$ cat config.mk
export PLATFORM = sky130hd
export DESIGN_NAME = booth_mult
export DESIGN_NICKNAME = d
export VERILOG_FILES = /design/src/rtl/booth_pkg.sv /design/src/rtl/booth_ctrl.sv /design/src/rtl/booth_mult.sv
export SDC_FILE = /design/constraint.sdc
export NUM_CORES = 1
export LEC_CHECK = 0
export ABC_AREA = 0
export CAP_MARGIN = 30
export CORE_MARGIN = 10
export CORE_UTILIZATION = 49
export CTS_BUF_LIST = sky130_fd_sc_hd__clkbuf_8
export DETAILED_ROUTE_END_ITERATION = 7
export GPL_TIMING_DRIVEN = 0
export PLACE_DENSITY_LB_ADDON = 0.05
export SKIP_CTS_REPAIR_TIMING = 1
export SLEW_MARGIN = 20
export SYNTH_ARGS = -nofsm -noshare
export SYNTH_HDL_FRONTEND = slang
export SYNTH_SLANG_ARGS = --single-unit
$ cat constraint.sdc
create_clock -name clk -period 3.05 [get_ports clk]
set_input_delay 0.4575 -clock clk [delete_from_list [all_inputs] [get_ports clk]]
set_output_delay 0.4575 -clock clk [all_outputs]
set_load 0.02 [all_outputs]
$ cat src/rtl/booth_pkg.sv
// Shared types and constants for the sequential radix-2 Booth multiplier.
package booth_pkg;

    typedef enum logic [1:0] {
        IDLE   = 2'd0,
        RUN    = 2'd1,
        FINISH = 2'd2
    } state_t;

    localparam int BOOTH_N = 4;

    function automatic int cnt_width(input int n);
        return $clog2(n + 1);
    endfunction

    localparam int CNT_W = cnt_width(BOOTH_N);

endpackage

$ cat src/rtl/booth_ctrl.sv
// Sequencer for the Booth multiplier: FSM, step counter and busy/done flags.
module booth_ctrl
    import booth_pkg::*;
#(
    parameter int N  = BOOTH_N,
    parameter int CW = cnt_width(N)
) (
    input  logic clk,
    input  logic reset,
    input  logic start,
    output logic load,
    output logic step,
    output logic finish,
    output logic busy,
    output logic done
);

    state_t        state;
    state_t        state_nxt;
    logic [CW-1:0] cnt;

    always_comb begin
        state_nxt = state;
        load      = 1'b0;
        step      = 1'b0;
        finish    = 1'b0;
        unique case (state)
            IDLE: begin
                if (start) begin
                    load      = 1'b1;
                    state_nxt = RUN;
                end
            end
            RUN: begin
                step = 1'b1;
                if (cnt == CW'(1)) begin
                    state_nxt = FINISH;
                end
            end
            FINISH: begin
                finish    = 1'b1;
                state_nxt = IDLE;
            end
            default: state_nxt = IDLE;
        endcase
    end

    // busy/done are registered from next-state so no start->output path exists
    always_ff @(posedge clk or posedge reset) begin
        if (reset) begin
            state <= IDLE;
            cnt   <= '0;
            busy  <= 1'b0;
            done  <= 1'b0;
        end else begin
            state <= state_nxt;
            busy  <= (state_nxt != IDLE);
            done  <= finish;
            if (load) begin
                cnt <= CW'(N);
            end else if (step) begin
                cnt <= cnt - CW'(1);
            end
        end
    end

endmodule

$ cat src/rtl/booth_mult.sv
// Radix-2 Booth multiplier datapath (A/Q/Q-1/M) and product register.
module booth_mult
    import booth_pkg::*;
#(
    parameter int N = BOOTH_N
) (
    input  logic           clk,
    input  logic           reset,
    input  logic           start,
    input  logic [N-1:0]   mcand,
    input  logic [N-1:0]   mplier,
    output logic           busy,
    output logic           done,
    output logic [2*N-1:0] prod
);

    logic         load;
    logic         step;
    logic         finish;
    logic [N:0]   acc;
    logic [N:0]   mreg;
    logic [N:0]   sum;
    logic [N-1:0] qreg;
    logic         qm1;

    booth_ctrl #(.N(N)) u_ctrl (
        .clk    (clk),
        .reset  (reset),
        .start  (start),
        .load   (load),
        .step   (step),
        .finish (finish),
        .busy   (busy),
        .done   (done)
    );

    // guard bit in acc keeps -2^(N-1) * -2^(N-1) from overflowing
    always_comb begin
        sum = acc;
        unique case ({qreg[0], qm1})
            2'b01:   sum = acc + mreg;
            2'b10:   sum = acc - mreg;
            default: sum = acc;
        endcase
    end

    always_ff @(posedge clk or posedge reset) begin
        if (reset) begin
            acc  <= '0;
            mreg <= '0;
            qreg <= '0;
            qm1  <= 1'b0;
        end else if (load) begin
            acc  <= '0;
            mreg <= {mcand[N-1], mcand};
            qreg <= mplier;
            qm1  <= 1'b0;
        end else if (step) begin
            acc  <= {sum[N], sum[N:1]};
            qreg <= {sum[0], qreg[N-1:1]};
            qm1  <= qreg[0];
        end
    end

    always_ff @(posedge clk or posedge reset) begin
        if (reset) begin
            prod <= '0;
        end else if (finish) begin
            prod <= {acc[N-1:0], qreg};
        end
    end

endmodule

==> out/metrics.cfg <==
[critical_path]
end_kind = register
cp.arrival_ps = 2570
cp.required_ps = 3190
start_kind = register
crit_fanout = 5
worstSetupPathType = reg -> reg

[sta]
fin_ws_ps = 624
period_share_pct = 79.6
tns_ps = 0
final_hold_viol_count = 0
slew_violations = 0
tightest_slew_ps = 515
rsz0062_at_grt = no
max_freq_mhz = 412
maxSlewHeadroom_pct = 65.6
clock_skew_ps = 2.38
hold-worst-slack_ps = 482
setup_viol = 0
period_needed_ps = 2430

[job]
drv_cap = 0

[floorplanning]
die_h_um = 73.8
initial_utilization_pct = 51.4
core_area_um2 = 2760
num_io_pins = 21
die_w_um = 73.8
dieArea_um2 = 5440
row_count = 19

[placement]
hpwlAfterDp_um = 2220
pre_cts_slack_ps = 642
port_buffers = 20
routabilityCongestion = 0.798
placed_area_um2 = 1680

[synth]
synth_simple_gate_area_share_pct = 13.9
synthAdderAreaFrac_pct = 8.47
synth_xor_xnor_area_share_pct = 3.09
avgSynthCellArea_um2 = 10.3
syn_nets = 158
ys_ff_latch = 28
synth_area_um2 = 1420
yosys_warnings = 0
muxShareOfSynthArea_pct = 5.47
ys_types = 32
synth_edf_count = 0
synth_compound_area_share_pct = 14.5
ys_async_sr_fraction_pct = 100
syn_inst = 138
synth_ff_type = dfrtp_1
synth_top_family_by_area = compound AO/OA/AOI/OAI gates
yosysSeqAreaShare_pct = 49.4

[global_route]
grt_pass1_vias = 1046
antenna_found_initial = 0
grt_pass1_wl_um = 4800
overflow = 0
grt_max_degree = 19
track_usage_pct = 11.2

[clocking]
clockBufferDepth = 2
cts_tree = built
numCtsBuffers = 3
clkSlewWorstSetupHoldPaths_ps = 90
htree_levels = 1
clock_latency_ps = 270
cts_sinks = 28
root_buffer = clkbuf_8

[final_layout]
syn2layout_area_growth_pct = 23.8
drive_above_1_share_pct = 13.5
nets = 184
final_area_um2 = 1760
diodes = 0

[power_and_ir_drop]
peakVddDrop_mv = 0.944
total_power_mw = 2.13
power_density_nw_per_um2 = 1210
p_leak_nw = 0.807

[detailed_routing]
finalWirelength_um = 2760
vias = 1020
detail-route-antenna-nets = 0
via_per_inst = 5.26
post_drt_wl_per_cell_um = 14.2
dr.pass1.iters = 4
initialDrtViolationCount = 34
drc = 0

[status]
status = complete, no violations

[hold_path]
hp-class = reg -> reg

-- synth_stat cells (2+ instances only) --
library cell / instances / area [µm²]
dfrtp_1: 28 / 701
o21ai_0: 15 / 75.1
nor2b_1: 2 / 12.5
ha_1: 8 / 100
a22oi_1: 4 / 30.0
a21oi_2: 2 / 17.5
nor2_1: 7 / 26.3
nand2_1: 15 / 56.3
nand3_1: 4 / 20.0
inv_1: 13 / 48.8
mux2_2: 6 / 67.6
xnor2_1: 3 / 26.3
buf_2: 5 / 25.0
xor2_1: 2 / 17.5
a21oi_1: 4 / 20.0
nand2b_1: 4 / 25.0
-- per-layer routing --
layer  GRT usage (%)  vias to the layer above  wire, µm
met5               0                        -         0
met4            3.93                        0        41
met3            3.77                        5       178
met2            18.6                       20      1310
met1            13.2                      480      1230
li1                -                      515         -
-- cell families (layout without fill, tap and decap cells) --
| group | Yosys count | in the layout |
|---|---|---|
| AND/OR/NAND/NOR | 39 | 39 |
| AO/OA/AOI/OAI | 32 | 32 |
| flip-flops | 28 | 28 |
| buffers and inverters | 18 | 43 |
| adder cells (fa/ha/maj) | 9 | 9 |
| multiplexers | 7 | 7 |
| XOR/XNOR | 5 | 5 |
-- layout by cell type, fill, tap and decap left out, types with 2 or more instances in the layout --
master,count
nand3_1,4
inv_1,13
clkbuf_8,3
o21ai_0,15
a21oi_1,4
ha_1,8
xnor2_1,3
a21oi_2,2
nand2_1,15
xor2_1,2
nand2b_1,4
buf_2,5
nor2b_1,2
mux2_2,6
a22oi_1,4
clkdlybuf4s50_1,20
dfrtp_1,28
nor2_1,7
-- power breakdown --
part           switching, mW  total, mW  internal [mW]
Clock                  0.112      0.288          0.176
Combinational          0.631       1.18          0.549
Sequential             0.120      0.663          0.543
Total                  0.862       2.13           1.27
-- final timing paths --
check	cells after the start	endpoint	start	slack, ps
max in group asynchronous	3	mreg[3]$_DFFE_PP0P_	reset	2080
max reg2reg	9	acc[3]$_DFFE_PP0P_	qm1$_DFFE_PP0P_	620
max	9	acc[3]$_DFFE_PP0P_	qm1$_DFFE_PP0P_	620
min	2	prod[5]$_DFFE_PP0P_	prod[5]$_DFFE_PP0P_	480
min reg2reg	2	prod[5]$_DFFE_PP0P_	prod[5]$_DFFE_PP0P_	480
min in group asynchronous	2	u_ctrl.done$_DFF_PP0_	reset	510
-- metrics by stage --
stage,std cells,util (%)
2_1_floorplan,138,-
3_3_place_gp,189,60.1
3_5_place_dp,190,61.1
4_1_cts,194,63.7
5_1_grt,194,63.7
6_report,194,63.7
-- critical path, cell delays in order (launching register included) --
cell and delay [ps]:
dfrtp_1 390, inv_1 60, ha_1 250, mux2_2 400
fa_1 410, nand2b_1 180, a21oi_2 140, xnor2_1 120
o311ai_2 220, o41ai_1 130
-- final cells by class --
type,count,area [µm²]
timing repair buffer,21,228
clock inverter,1,30.0
clock buffer,3,41.3
fill,228,1000
inverter,13,48.8
tap,31,38.8
sequential,28,701
multi-input combinational,92,643
buffer,5,25.0
-- state kept, by name, summed over array words and instances (netlist names) --
| signal | flops |
|---|---|
| prod | 8 |
| acc | 4 |
| mreg | 4 |
| qreg | 4 |
| u_ctrl.cnt | 3 |
| u_ctrl.state | 2 |
| qm1 | 1 |
| u_ctrl.busy | 1 |
| u_ctrl.done | 1 |
No activity file was read; power rests on OpenSTA's default activity.
==> RTL edit (same settings) <==
Add an input register stage for `start`, `mcand` and `mplier`, cleared by the reset; this delays them by one clock. Comments in the files are not updated.
--- a/src/rtl/booth_mult.sv
+++ b/src/rtl/booth_mult.sv
@@ -14,6 +14,22 @@
     output logic [2*N-1:0] prod
 );
 
+    logic start_q;
+    logic [N-1:0] mcand_q;
+    logic [N-1:0] mplier_q;
+
+    always_ff @(posedge clk or posedge reset) begin
+        if (reset) begin
+            start_q  <= '0;
+            mcand_q  <= '0;
+            mplier_q <= '0;
+        end else begin
+            start_q  <= start;
+            mcand_q  <= mcand;
+            mplier_q <= mplier;
+        end
+    end
+
     logic         load;
     logic         step;
     logic         finish;
@@ -26,7 +42,7 @@
     booth_ctrl #(.N(N)) u_ctrl (
         .clk    (clk),
         .reset  (reset),
-        .start  (start),
+        .start  (start_q),
         .load   (load),
         .step   (step),
         .finish (finish),
@@ -52,8 +68,8 @@
             qm1  <= 1'b0;
         end else if (load) begin
             acc  <= '0;
-            mreg <= {mcand[N-1], mcand};
-            qreg <= mplier;
+            mreg <= {mcand_q[N-1], mcand_q};
+            qreg <= mplier_q;
             qm1  <= 1'b0;
         end else if (step) begin
             acc  <= {sum[N], sum[N:1]};
Behaviour: not the same (a bounded check fails within 4 cycles, from zero or initial values and one cycle with reset high).
==> RTL edit against the original RTL <==
Power grew 6.5%; setup slack improved by 42 ps; fmax rose by 1.8%; final area increased by 13%; critical path depth did not move; wire length grew 1.2%; die area up 10%; sequential cell count increased by 9; core utilization barely moved; synthesized cell count is 4.3% higher; synthesized area rose by 14%; global-route usage down 1.2 points; critical path type unchanged; largest power group unchanged; highest routed layer unchanged.
==> RTL edit: results (changes against the original RTL) <==
stage	metric	value	unit	change
cts	clk_pin_slew	70	ps	was 90 ps
synth	synth.avg_cell_area	11.2	um^2	was 10.3 um^2
placed_design	gp_congestion	0.796		was 0.798
global_route	grt_max_degree	38		was 19
cts	htree_levels	2		was 1
worst_setup_path	critPathArrivalTime	2540	ps	was 2570 ps
cts	cts_buffers	5		was 3
detailed_routing	drtIter0Drc	58		was 34
placed_design	hpwl	2130	um	was 2220 um
finish	drive_gt1_share	11.7	%	was 13.5%
synth	synth_seq_area_share	57.3	%	was 49.4%
placed_design	post-place-cells	208		was 190
detailed_routing	totalWireLength	2790	um	was 2760 um
synth	synth_common_cells	37 x dfrtp_1, 16 x nand2_1, 11 x inv_1, 10 x nor2_1, 9 x mux2_2		was 28 x dfrtp_1, 15 x nand2_1, 15 x o21ai_0, 13 x inv_1, 8 x ha_1
finish	fillers	263		was 228
finish	fin_nets	191		was 184
detailed_routing	routed-via-count	1080		was 1020
synth	syn_nets	164		was 158
timing	clock_skew	8.94	ps	was 2.38 ps
finish	fin_cells	215		was 194
placed_design	pre_cts_ws	675	ps	was 642 ps
power_and_ir_drop	internal-power	1.42	mW	was 1.27 mW
global_route	track_usage	10.0	%	was 11.2%
global_route	antenna_found_initial	0		unchanged
power_and_ir_drop	leakagePower	0.920	nW	was 0.807 nW
global_route	grt_pass1_vias	1106		was 1046
outcome	status	complete, no violations		unchanged
power_and_ir_drop	peakVddDrop	0.529	mV	was 0.944 mV
==> RTL edit: logic make-up after synthesis <==
kind of cell	synth area share [%]
buffers and inverters	4.57
AOI/OAI and AO/OA	9.52
adders and majority gates	7.43
muxes	6.27
xor gates and xnor gates	2.71
DFF	57.3
and+or+nand+nor	12.2
==> RTL edit: cell type report <==
class | instances | area, um^2 | share of cell area, %
multi-input combinational | 90 | 617 | 31.2
inverter | 11 | 41.3 | 2.09
timing repair buffer | 20 | 200 | 10.1
buffer | 6 | 32.5 | 1.65
tap | 44 | 55.1 | 2.79
clock inverter | 2 | 35.0 | 1.77
clock buffer | 5 | 68.8 | 3.48
sequential | 37 | 926 | 46.9
==> RTL edit: final timing paths <==
check / startpoint / endpoint / slack [ps] / cells past startpoint
max in group asynchronous: reset / mreg[3] / 1940 / 2
min: mcand_q[3] / mreg[3] / 450 / 2
min reg2reg: mcand_q[3] / mreg[3] / 450 / 2
max reg2reg: qm1 / acc[3] / 670 / 9
max: qm1 / acc[3] / 670 / 9
min in group asynchronous: reset / mplier_q[0] / 620 / 2
==> RTL edit: critical path, delay by kind of cell (launching register included) <==
family / cells / cell delay (ps)
AND/OR/NAND/NOR: 1 / 170
buffers and inverters: 1 / 70
multiplexers: 1 / 380
adder cells (fa/ha/maj): 2 / 650
AO/OA/AOI/OAI: 3 / 490
flip-flops: 1 / 370
XOR/XNOR: 1 / 110
==> RTL edit: layer usage <==
| layer | routed length [um] | global-route usage (%) |
|---|---|---|
| met3 | 139 | 4.26 |
| met5 | 0 | 0 |
| met4 | 45 | 4.38 |
| met1 | 1240 | 11.3 |
| met2 | 1370 | 16.3 |
==> RTL edit: power groups by stage <==
stage,Sequential [mW],Combinational [mW],Clock [mW]
after floorplan,0.828,0.771,0
after global placement,0.782,1.06,0
after detailed placement,0.797,1.10,0
after CTS,0.788,1.11,0.408
after global routing,0.814,1.26,0.434
final,0.785,1.09,0.395
==> RTL edit: per-stage QoR <==
stage	power, mW	cell area (um^2)	util (%)
after floorplan	1.60	1620	-
after global placement	1.85	1870	60.3
after detailed placement	1.90	1870	60.3
after CTS	2.31	1980	63.7
after global routing	2.50	1980	63.7
final	2.27	1980	63.7
